<file path="config.mk">
export PLATFORM = sky130hd
export DESIGN_NAME = fetch_stage_flat
export DESIGN_NICKNAME = d
export VERILOG_FILES = /design/src/rtl/fetch_stage_if.sv /design/src/rtl/fetch_stage.sv /design/src/flat_wrapper.sv
export SDC_FILE = /design/constraint.sdc
export NUM_CORES = 1
export LEC_CHECK = 0
export BUFFER_PORTS_ARGS = -buffer_cell sky130_fd_sc_hd__buf_4
export CAP_MARGIN = 10
export CORE_MARGIN = 1.5
export CORE_UTILIZATION = 50
export CTS_CLUSTER_DIAMETER = 50
export DETAILED_ROUTE_END_ITERATION = 10
export GPL_ROUTABILITY_DRIVEN = 1
export PLACE_DENSITY = 0.87
export SETUP_SLACK_MARGIN = 0.5
export SLEW_MARGIN = 40
export SYNTH_ARGS = -nofsm -noshare
export SYNTH_HDL_FRONTEND = slang
export SYNTH_SLANG_ARGS = --single-unit
export TNS_END_PERCENT = 1
</file>
<file path="constraint.sdc">
create_clock -name clk -period 2.67 [get_ports clk]
set_clock_uncertainty 0.1 [all_clocks]
set_input_delay 0.4005 -clock clk [delete_from_list [all_inputs] [get_ports clk]]
set_output_delay 0.4005 -clock clk [all_outputs]
set_load 0.005 [all_outputs]
</file>
<file path="src/rtl/fetch_stage_if.sv">
// Instruction-memory request/response channel between the fetch stage and
// instruction memory. The fetch stage is the master side.
interface fetch_stage_if;
  logic        imem_req_valid;
  logic        imem_req_ready;
  logic [31:0] imem_req_addr;
  logic        imem_resp_valid;
  logic [31:0] imem_resp_instr;

  modport master (
    output imem_req_valid,
    output imem_req_addr,
    input  imem_req_ready,
    input  imem_resp_valid,
    input  imem_resp_instr
  );

  modport slave (
    input  imem_req_valid,
    input  imem_req_addr,
    output imem_req_ready,
    output imem_resp_valid,
    output imem_resp_instr
  );
endinterface

</file>
<file path="src/rtl/fetch_stage.sv">
// Instruction fetch stage with IF/ID pipeline register.
// Keeps a single instruction-memory request outstanding, captures the returned
// word together with its PC and hands it to the decoder. A decode stall holds
// the IF/ID register and pauses fetching; a redirect from EX squashes the
// in-flight fetch and restarts at the target address.
module fetch_stage #(
  parameter logic [31:0] RESET_PC  = 32'h0000_1000,
  parameter logic [31:0] NOP_INSTR = 32'h0000_0013
) (
  input  logic                 clk,
  input  logic                 reset,
  fetch_stage_if.master        imem,
  input  logic                 stall,
  input  logic                 redirect_valid,
  input  logic [31:0]          redirect_pc,
  output logic                 if_id_valid,
  output logic [31:0]          if_id_instr,
  output logic [31:0]          if_id_pc
);

  // REQ : presenting a request for pc
  // WAIT: request accepted, response owed
  // BUF : response captured while stalled, waiting for stall to drop
  // DROP: response owed for a squashed fetch, to be discarded
  typedef enum logic [1:0] {
    S_REQ  = 2'd0,
    S_WAIT = 2'd1,
    S_BUF  = 2'd2,
    S_DROP = 2'd3
  } state_t;

  state_t      state;
  logic [31:0] pc;           // next address to fetch
  logic [31:0] inflight_pc;  // address of the outstanding / buffered fetch
  logic [31:0] buf_instr;    // word returned during a stall

  logic        req_fire;
  logic [31:0] redirect_target;

  assign redirect_target = {redirect_pc[31:2], 2'b00};

  // A request is presented only from REQ, and is suppressed during reset,
  // while decode is stalled, and in the cycle a redirect arrives. The address
  // is the registered pc, so it stays stable for as long as ready is low.
  assign imem.imem_req_valid = (state == S_REQ) && !reset && !stall && !redirect_valid;
  assign imem.imem_req_addr  = pc;
  assign req_fire            = imem.imem_req_valid && imem.imem_req_ready;

  // Fetch FSM, PC, response buffer and IF/ID register.
  // NOTE: all state here uses non-blocking assignments so every register
  // samples the pre-edge values of its neighbours, regardless of statement order.
  always_ff @(posedge clk) begin
    if (reset) begin
      state       <= S_REQ;
      pc          <= RESET_PC;
      inflight_pc <= '0;
      // NOTE: the buffer is reset too; it is a single register, not a memory
      // array, and clearing it keeps a stale word from ever reaching decode.
      buf_instr   <= NOP_INSTR;
      if_id_valid <= 1'b0;
      if_id_instr <= NOP_INSTR;
      if_id_pc    <= '0;
    end else if (redirect_valid) begin
      // Redirect beats stall: squash everything and restart at the target.
      pc          <= redirect_target;
      buf_instr   <= NOP_INSTR;
      if_id_valid <= 1'b0;
      if_id_instr <= NOP_INSTR;
      unique case (state)
        // A response still owed must be swallowed unless it lands right now.
        S_WAIT, S_DROP: state <= imem.imem_resp_valid ? S_REQ : S_DROP;
        default:        state <= S_REQ;
      endcase
    end else begin
      // Unstalled cycles load a bubble unless a word is delivered below;
      // the PC field keeps its old value for bubbles.
      if (!stall) begin
        if_id_valid <= 1'b0;
        if_id_instr <= NOP_INSTR;
      end

      unique case (state)
        S_REQ: begin
          // Responses seen here are protocol errors and are ignored.
          if (req_fire) begin
            inflight_pc <= pc;
            pc          <= pc + 32'd4;
            state       <= S_WAIT;
          end
        end

        S_WAIT: begin
          if (imem.imem_resp_valid) begin
            if (!stall) begin
              if_id_valid <= 1'b1;
              if_id_instr <= imem.imem_resp_instr;
              if_id_pc    <= inflight_pc;
              state       <= S_REQ;
            end else begin
              buf_instr   <= imem.imem_resp_instr;
              state       <= S_BUF;
            end
          end
        end

        S_BUF: begin
          if (!stall) begin
            if_id_valid <= 1'b1;
            if_id_instr <= buf_instr;
            if_id_pc    <= inflight_pc;
            buf_instr   <= NOP_INSTR;
            state       <= S_REQ;
          end
        end

        S_DROP: begin
          if (imem.imem_resp_valid) begin
            state <= S_REQ;
          end
        end

        default: state <= S_REQ;
      endcase
    end
  end

endmodule

</file>
<file path="src/flat_wrapper.sv">
// flat-port wrapper written by rule: the top's interface ports become plain ports
module fetch_stage_flat 
#(
  parameter logic [31:0] RESET_PC  = 32'h0000_1000,
  parameter logic [31:0] NOP_INSTR = 32'h0000_0013
)
  (clk, reset, stall, redirect_valid, redirect_pc, if_id_valid, if_id_instr, if_id_pc, imem_imem_req_valid, imem_imem_req_addr, imem_imem_req_ready, imem_imem_resp_valid, imem_imem_resp_instr);
  fetch_stage_if imem_i ();
  input  logic clk;
  input  logic reset;
  input  logic stall;
  input  logic redirect_valid;
  input  logic [31:0] redirect_pc;
  output logic if_id_valid;
  output logic [31:0] if_id_instr;
  output logic [31:0] if_id_pc;
  output wire logic [$bits(imem_i.imem_req_valid)-1:0] imem_imem_req_valid;
  output wire logic [$bits(imem_i.imem_req_addr)-1:0] imem_imem_req_addr;
  input wire logic [$bits(imem_i.imem_req_ready)-1:0] imem_imem_req_ready;
  input wire logic [$bits(imem_i.imem_resp_valid)-1:0] imem_imem_resp_valid;
  input wire logic [$bits(imem_i.imem_resp_instr)-1:0] imem_imem_resp_instr;
  assign imem_imem_req_valid = imem_i.imem_req_valid;
  assign imem_imem_req_addr = imem_i.imem_req_addr;
  assign imem_i.imem_req_ready = imem_imem_req_ready;
  assign imem_i.imem_resp_valid = imem_imem_resp_valid;
  assign imem_i.imem_resp_instr = imem_imem_resp_instr;
  fetch_stage #(.RESET_PC(RESET_PC), .NOP_INSTR(NOP_INSTR)) u_core (.clk(clk), .reset(reset), .imem(imem_i), .stall(stall), .redirect_valid(redirect_valid), .redirect_pc(redirect_pc), .if_id_valid(if_id_valid), .if_id_instr(if_id_instr), .if_id_pc(if_id_pc));
endmodule
</file>
# Yosys cells after proc, flatten, opt, wreduce, memory -nomap -nowiden
# Cells that the tools add are included.
# word_totals
reg_bits	163
latch_bits	0
ram_bits	0
rom_bits	0
in_bits	70
out_inout_bits	98
wordCells	67
memories	0
# classes
addsub	1
multipliers	0
div_mod_pow	0
order_cmp	0
eq_ne	10
shifts	0
mux	28
bitwise_logic	1
n_reduce_logical	19
# op_table
cell	n
two-way mux 32 bit	12
case mux 32 bit (2 select lines)	3
adder 32 x 3 -> 32 bit, second input constant	1
two-way mux 2 bit	8
!= test 3 bit, second input constant	3
case mux 2 bit (4 select lines)	1
AND reduction 4 bit	2
!= test 2 bit, second input constant	3
AND reduction 3 bit	2
nonzero test 2 bit	3
== test 2 bit, second input constant	2
logical AND 1 bit	4
AND reduction 2 bit	2
OR reduction 2 bit	2
logical NOT 1 bit	3
two-way mux 1 bit	3
!= test 3 x 2 -> 1 bit, second input constant	1
== test 2 x 1 -> 1 bit, second input constant	1
logical NOT 2 bit	1
case mux 1 bit (2 select lines)	1
inverter 1 bit	1

# Longest topological paths before layout
# depth
ltp_word	8
depth_mapped	10
mapped_depth_nobuf	7

# Worst setup path before layout
# Ideal clock, no wire load.
# synth_path
path_kind	reg-to-reg
start	register u_core.state[1]
end	register u_core.buf_instr[20]
setup_time_ps	65
arrival_ps	1816
required_time_ps	2505
setup_slack_ps	689
path_stages_with_launch	10
path_buffers	3
path_cell_list	dfxtp_1 > inv_1 > ha_1 > buf_2 > nand2_1 > nor3_1 > clkbuf_1 > clkbuf_1 > a22oi_1 > nor2_1
# synth_between
elab_chain_cells	3
# synth_rtl
element	line_no	rtl
start, declared	fetch_stage.sv:32	state_t state;
start signal, assigned	fetch_stage.sv:71	S_WAIT, S_DROP: state <= imem.imem_resp_valid ? S_REQ : S_DROP;
== test 2 x 1 -> 1 bit / == test 2 bit (equally long branches)	fetch_stage.sv:82	unique case (state)
!= test 2 bit (no source line) / nonzero test 2 bit (equally long branches)	--	
AND reduction 4 bit (no source line)	--	
end signal, assigned	fetch_stage.sv:100	buf_instr <= imem.imem_resp_instr;
end, declared	fetch_stage.sv:35	logic [31:0] buf_instr;
# Several ways; a longest one is shown, not always the timed one.
# A chain may end at the register's enable or synchronous reset.

# Worst setup path in the final report
# layout_path
start	register u_core.pc[15] (netlist: u_core.imem.imem_req_addr[15])
end	register u_core.pc[29] (netlist: u_core.imem.imem_req_addr[29])
# layout_between
elab_chain_cells	4
# layout_rtl
element	line_no	rtl
start, declared	fetch_stage.sv:33	logic [31:0] pc;
start signal, assigned	fetch_stage.sv:65	pc <= redirect_target;
start signal, assigned	fetch_stage.sv:87	pc <= pc + 32'd4;
adder 32 x 3 -> 32 bit	fetch_stage.sv:87	
two-way mux 32 bit	fetch_stage.sv:85	if (req_fire) begin
two-way mux 32 bit	fetch_stage.sv:82	
two-way mux 32 bit	fetch_stage.sv:63	end else if (redirect_valid) begin
# No other way between the ends. The select of a mux whose other input is x is not followed.

==> impl_metrics.csv <==
group,metric,value,unit
worst_setup_path,required,2.91,ns
cells_and_area,area_growth,29.3,%
placement,place_ws,0.343,ns
yosys,synth_cells,806,
yosys,synth_seq_cells,157,
detailed_routing,via_count,6470,
yosys,synth.top_cells.by_area,"dfxtp_1, nand2_1, a22o_1",
yosys,avgSynthCellArea,8.35,um^2
floorplan,die_area,14200,um^2
outcome,status,"finished clean",
sta,finalCritPeriodShare,80.3,%
clock_tree,htree_levels,4,
detailed_routing,postRouteAntennaNets,0,
clock_tree,hold_buffers,0,
sta,drv_slew,0,
cells_and_area,nFillCells,1128,
yosys,synth_compound_area_share,24.1,%
sta,tns,0,ns
clock_tree,cts_root_buf,"clkbuf_16",
yosys,ys.flop_type,"dfxtp_1",
sta,rsz0062_at_grt,"true",
sta,min_period,2.14,ns
worst_setup_path,cp-start-kind,"register",
grt,grt_pass1_wl,29800,um
floorplan,ios,168,
yosys,yosysUniqueCellTypes,48,
grt,grt_antenna_before_repair,0,
cells_and_area,post-route-util,66.0,%
pwr,ir_drop,0.404,mV
yosys,synth_seq_area_share,46.7,%
clock_tree,post_cts_buffers,0,
yosys,synthTopCellsByCount,"dfxtp_1, nand2_1, nor2_1, a21oi_1",
yosys,netlist_area,6730,um^2
worst_setup_path,crit_chain,"nand4_1, nor4_1, nand3_1, xor2_1, a211oi_1",
placement,place.gp.congestion,0.819,
clock_tree,numCtsBuffers,17,
clock_tree,tritoncts,"built",
yosys,yosysTopAreaCellShare,46.7,%
yosys,synthArstFlopShare,0,%
yosys,synth_xor_area_share,3.51,%
floorplan,core,13200,um^2
worst_setup_path,cpPeakStageDelay,0.63,ns
detailed_routing,finalWirelength,18300,um
yosys,synth_edf_count,0,
worst_setup_path,arrival,2.39,ns
detailed_routing,drtPass1Iterations,5,
min_path,hp-class,"in2reg",
worst_setup_path,slowest_stage,"nor4_1",
floorplan,std_cell_rows,42,
sta,setup_slack,0.526,ns
cells_and_area,diodes,0,
sta,setup_viol,0,
yosys,synthAdderAreaFrac,1.12,%
sta,worst_pin_slew,0.654,ns
yosys,synth_top_cell_by_area,"dfxtp_1",
detailed_routing,drc,0,
worst_setup_path,end_kind,"register",
pwr,power_density,618,nW/um^2
worst_setup_path,r2r_setup_slack,0.53,ns
yosys,synth_most_common_cell,"dfxtp_1",
floorplan,die_x,119,um
grt,grt_max_degree,62,
detailed_routing,drt_iter0_drc,501,
worst_setup_path,crit_fanout,5,
floorplan,start_util,51.0,%
floorplan,fp.dieH,119,um
cells_and_area,fin_nets,1022,
yosys,yosysWarningCount,0,
detailed_routing,vias_per_cell,5.71,
grt,grt.overflow.total,0,
clock_tree,clk_latency,0.43,ns
clock_tree,clockBufferDepth,2,
pwr,p_leak,3.38,nW
worst_setup_path,path_class,"reg2reg",
sta,fmax,466,MHz
flow_run,drv_cap,0,
grt,grtUsageTotal,26.1,%
placement,dp_hpwl,12100,um
cells_and_area,layout-drive-gt1-share,24.5,%
detailed_routing,drt-wirelength-per-cell,16.1,um
yosys,synthSimpleGateAreaFrac,19.7,%
yosys,synth.area.mux_share,0.149,%
clock_tree,clkSinkCount,157,
placement,portBuffers,161,
sta,slew_headroom,56.0,%
yosys,synth_top_family_by_area,"compound AO/OA/AOI/OAI gates",
clock_tree,path_clk_slew,0.06,ns
pwr,totalPowerFinal,5.38,mW
grt,first_global_vias,6086,
sta,hold_viol_final,0,
==> critical path: cells and delay by family, from the launching register on <==
kind             cells  cell delay, ns
flip-flops           1            0.46
AO/OA/AOI/OAI        1            0.22
AND/OR/NAND/NOR      3            1.09
XOR/XNOR             1            0.18
==> where the power goes <==
group | switching (mW) | internal (mW) | total [mW]
clock | 0.950 | 1.28 | 2.23
combinational | 0.418 | 0.273 | 0.691
sequential | 0.0611 | 2.40 | 2.46
==> per-layer routing <==
| metal | global-route usage (%) | vias up | part of all wire [%] |
|---|---|---|---|
| li1 | - | 3106 | - |
| met1 | 31.9 | 3066 | 40 |
| met2 | 43.1 | 264 | 49 |
| met3 | 7.61 | 34 | 8.5 |
| met4 | 10.5 | 0 | 2.2 |
| met5 | 0 | - | 0 |
==> state kept, by name (all words and copies together), names as in the netlist <==
register                   cells
u_core.state                   2
u_core.if_id_instr            32
u_core.buf_instr              32
u_core.if_id_pc               30
u_core.if_id_valid             1
u_core.inflight_pc            30
u_core.imem.imem_req_addr     30
==> worst paths after layout <==
check / from / endpoint / cells after the start
worst max-delay path: u_core.imem.imem_req_addr[15] / u_core.imem.imem_req_addr[29] / 5
worst min-delay path: redirect_pc[15] / u_core.imem.imem_req_addr[15] / 3
worst max register to register: u_core.imem.imem_req_addr[15] / u_core.imem.imem_req_addr[29] / 5
worst min register to register: u_core.inflight_pc[8] / u_core.inflight_pc[8] / 2
==> final cells by class <==
class	count	area [um^2]	area share [%]
multi-input cells	574	3350	38.5
flip-flops and latches	157	3140	36.1
well taps	176	220	2.53
clock inverters	9	62.6	0.718
clock buffers	22	484	5.56
repair buffers	186	1410	16.2
inverters	10	37.5	0.431
==> metrics by stage <==
stage	hold slack [ns]	instances	cell area, um^2
final	0.0859	1134	8710
after global routing	0.0886	1134	8710
after floorplan	0.332	809	6740
after global placement	0.338	1103	8120
after CTS	0.0711	1134	8670
after detailed placement	0.342	1103	8120
==> cell families (layout without fill, tap and decap cells) <==
logic type | after synthesis | in the layout
other | 1 | 4
multiplexers | 1 | 1
AO/OA/AOI/OAI | 235 | 235
adder cells (fa/ha/maj) | 6 | 6
XOR/XNOR | 27 | 27
flip-flops | 157 | 157
buffers and inverters | 78 | 227
AND/OR/NAND/NOR | 301 | 301
==> layout by cell type (no fill, tap or decap), types with 2 or more instances in the layout <==
master      instances
nor4_2              2
nand2b_1            3
nand4_1            11
ha_1                5
nor2_1             85
nor3_1              6
a22oi_1            58
clkbuf_16          17
nor4_1              3
dfxtp_1           157
and4_1              3
a31oi_1             2
o22ai_1             4
nor4_4              2
buf_6               3
o211a_1             2
and3_1              3
conb_1              4
clkbuf_8            4
xor2_1             15
clkinv_2            3
a211oi_1           13
xnor2_1            12
a22o_1             58
nand2_1           156
o21ai_0            17
a21oi_1            70
inv_1              10
nor2_2              3
buf_4             183
clkinvlp_4          4
nand3_1            13
==> what timing repair did <==
action	CTS	global route
pin swaps	0	0
resized for setup	1	7
setup endpoints to repair	3	76
(Power assumes the default switching activity.)
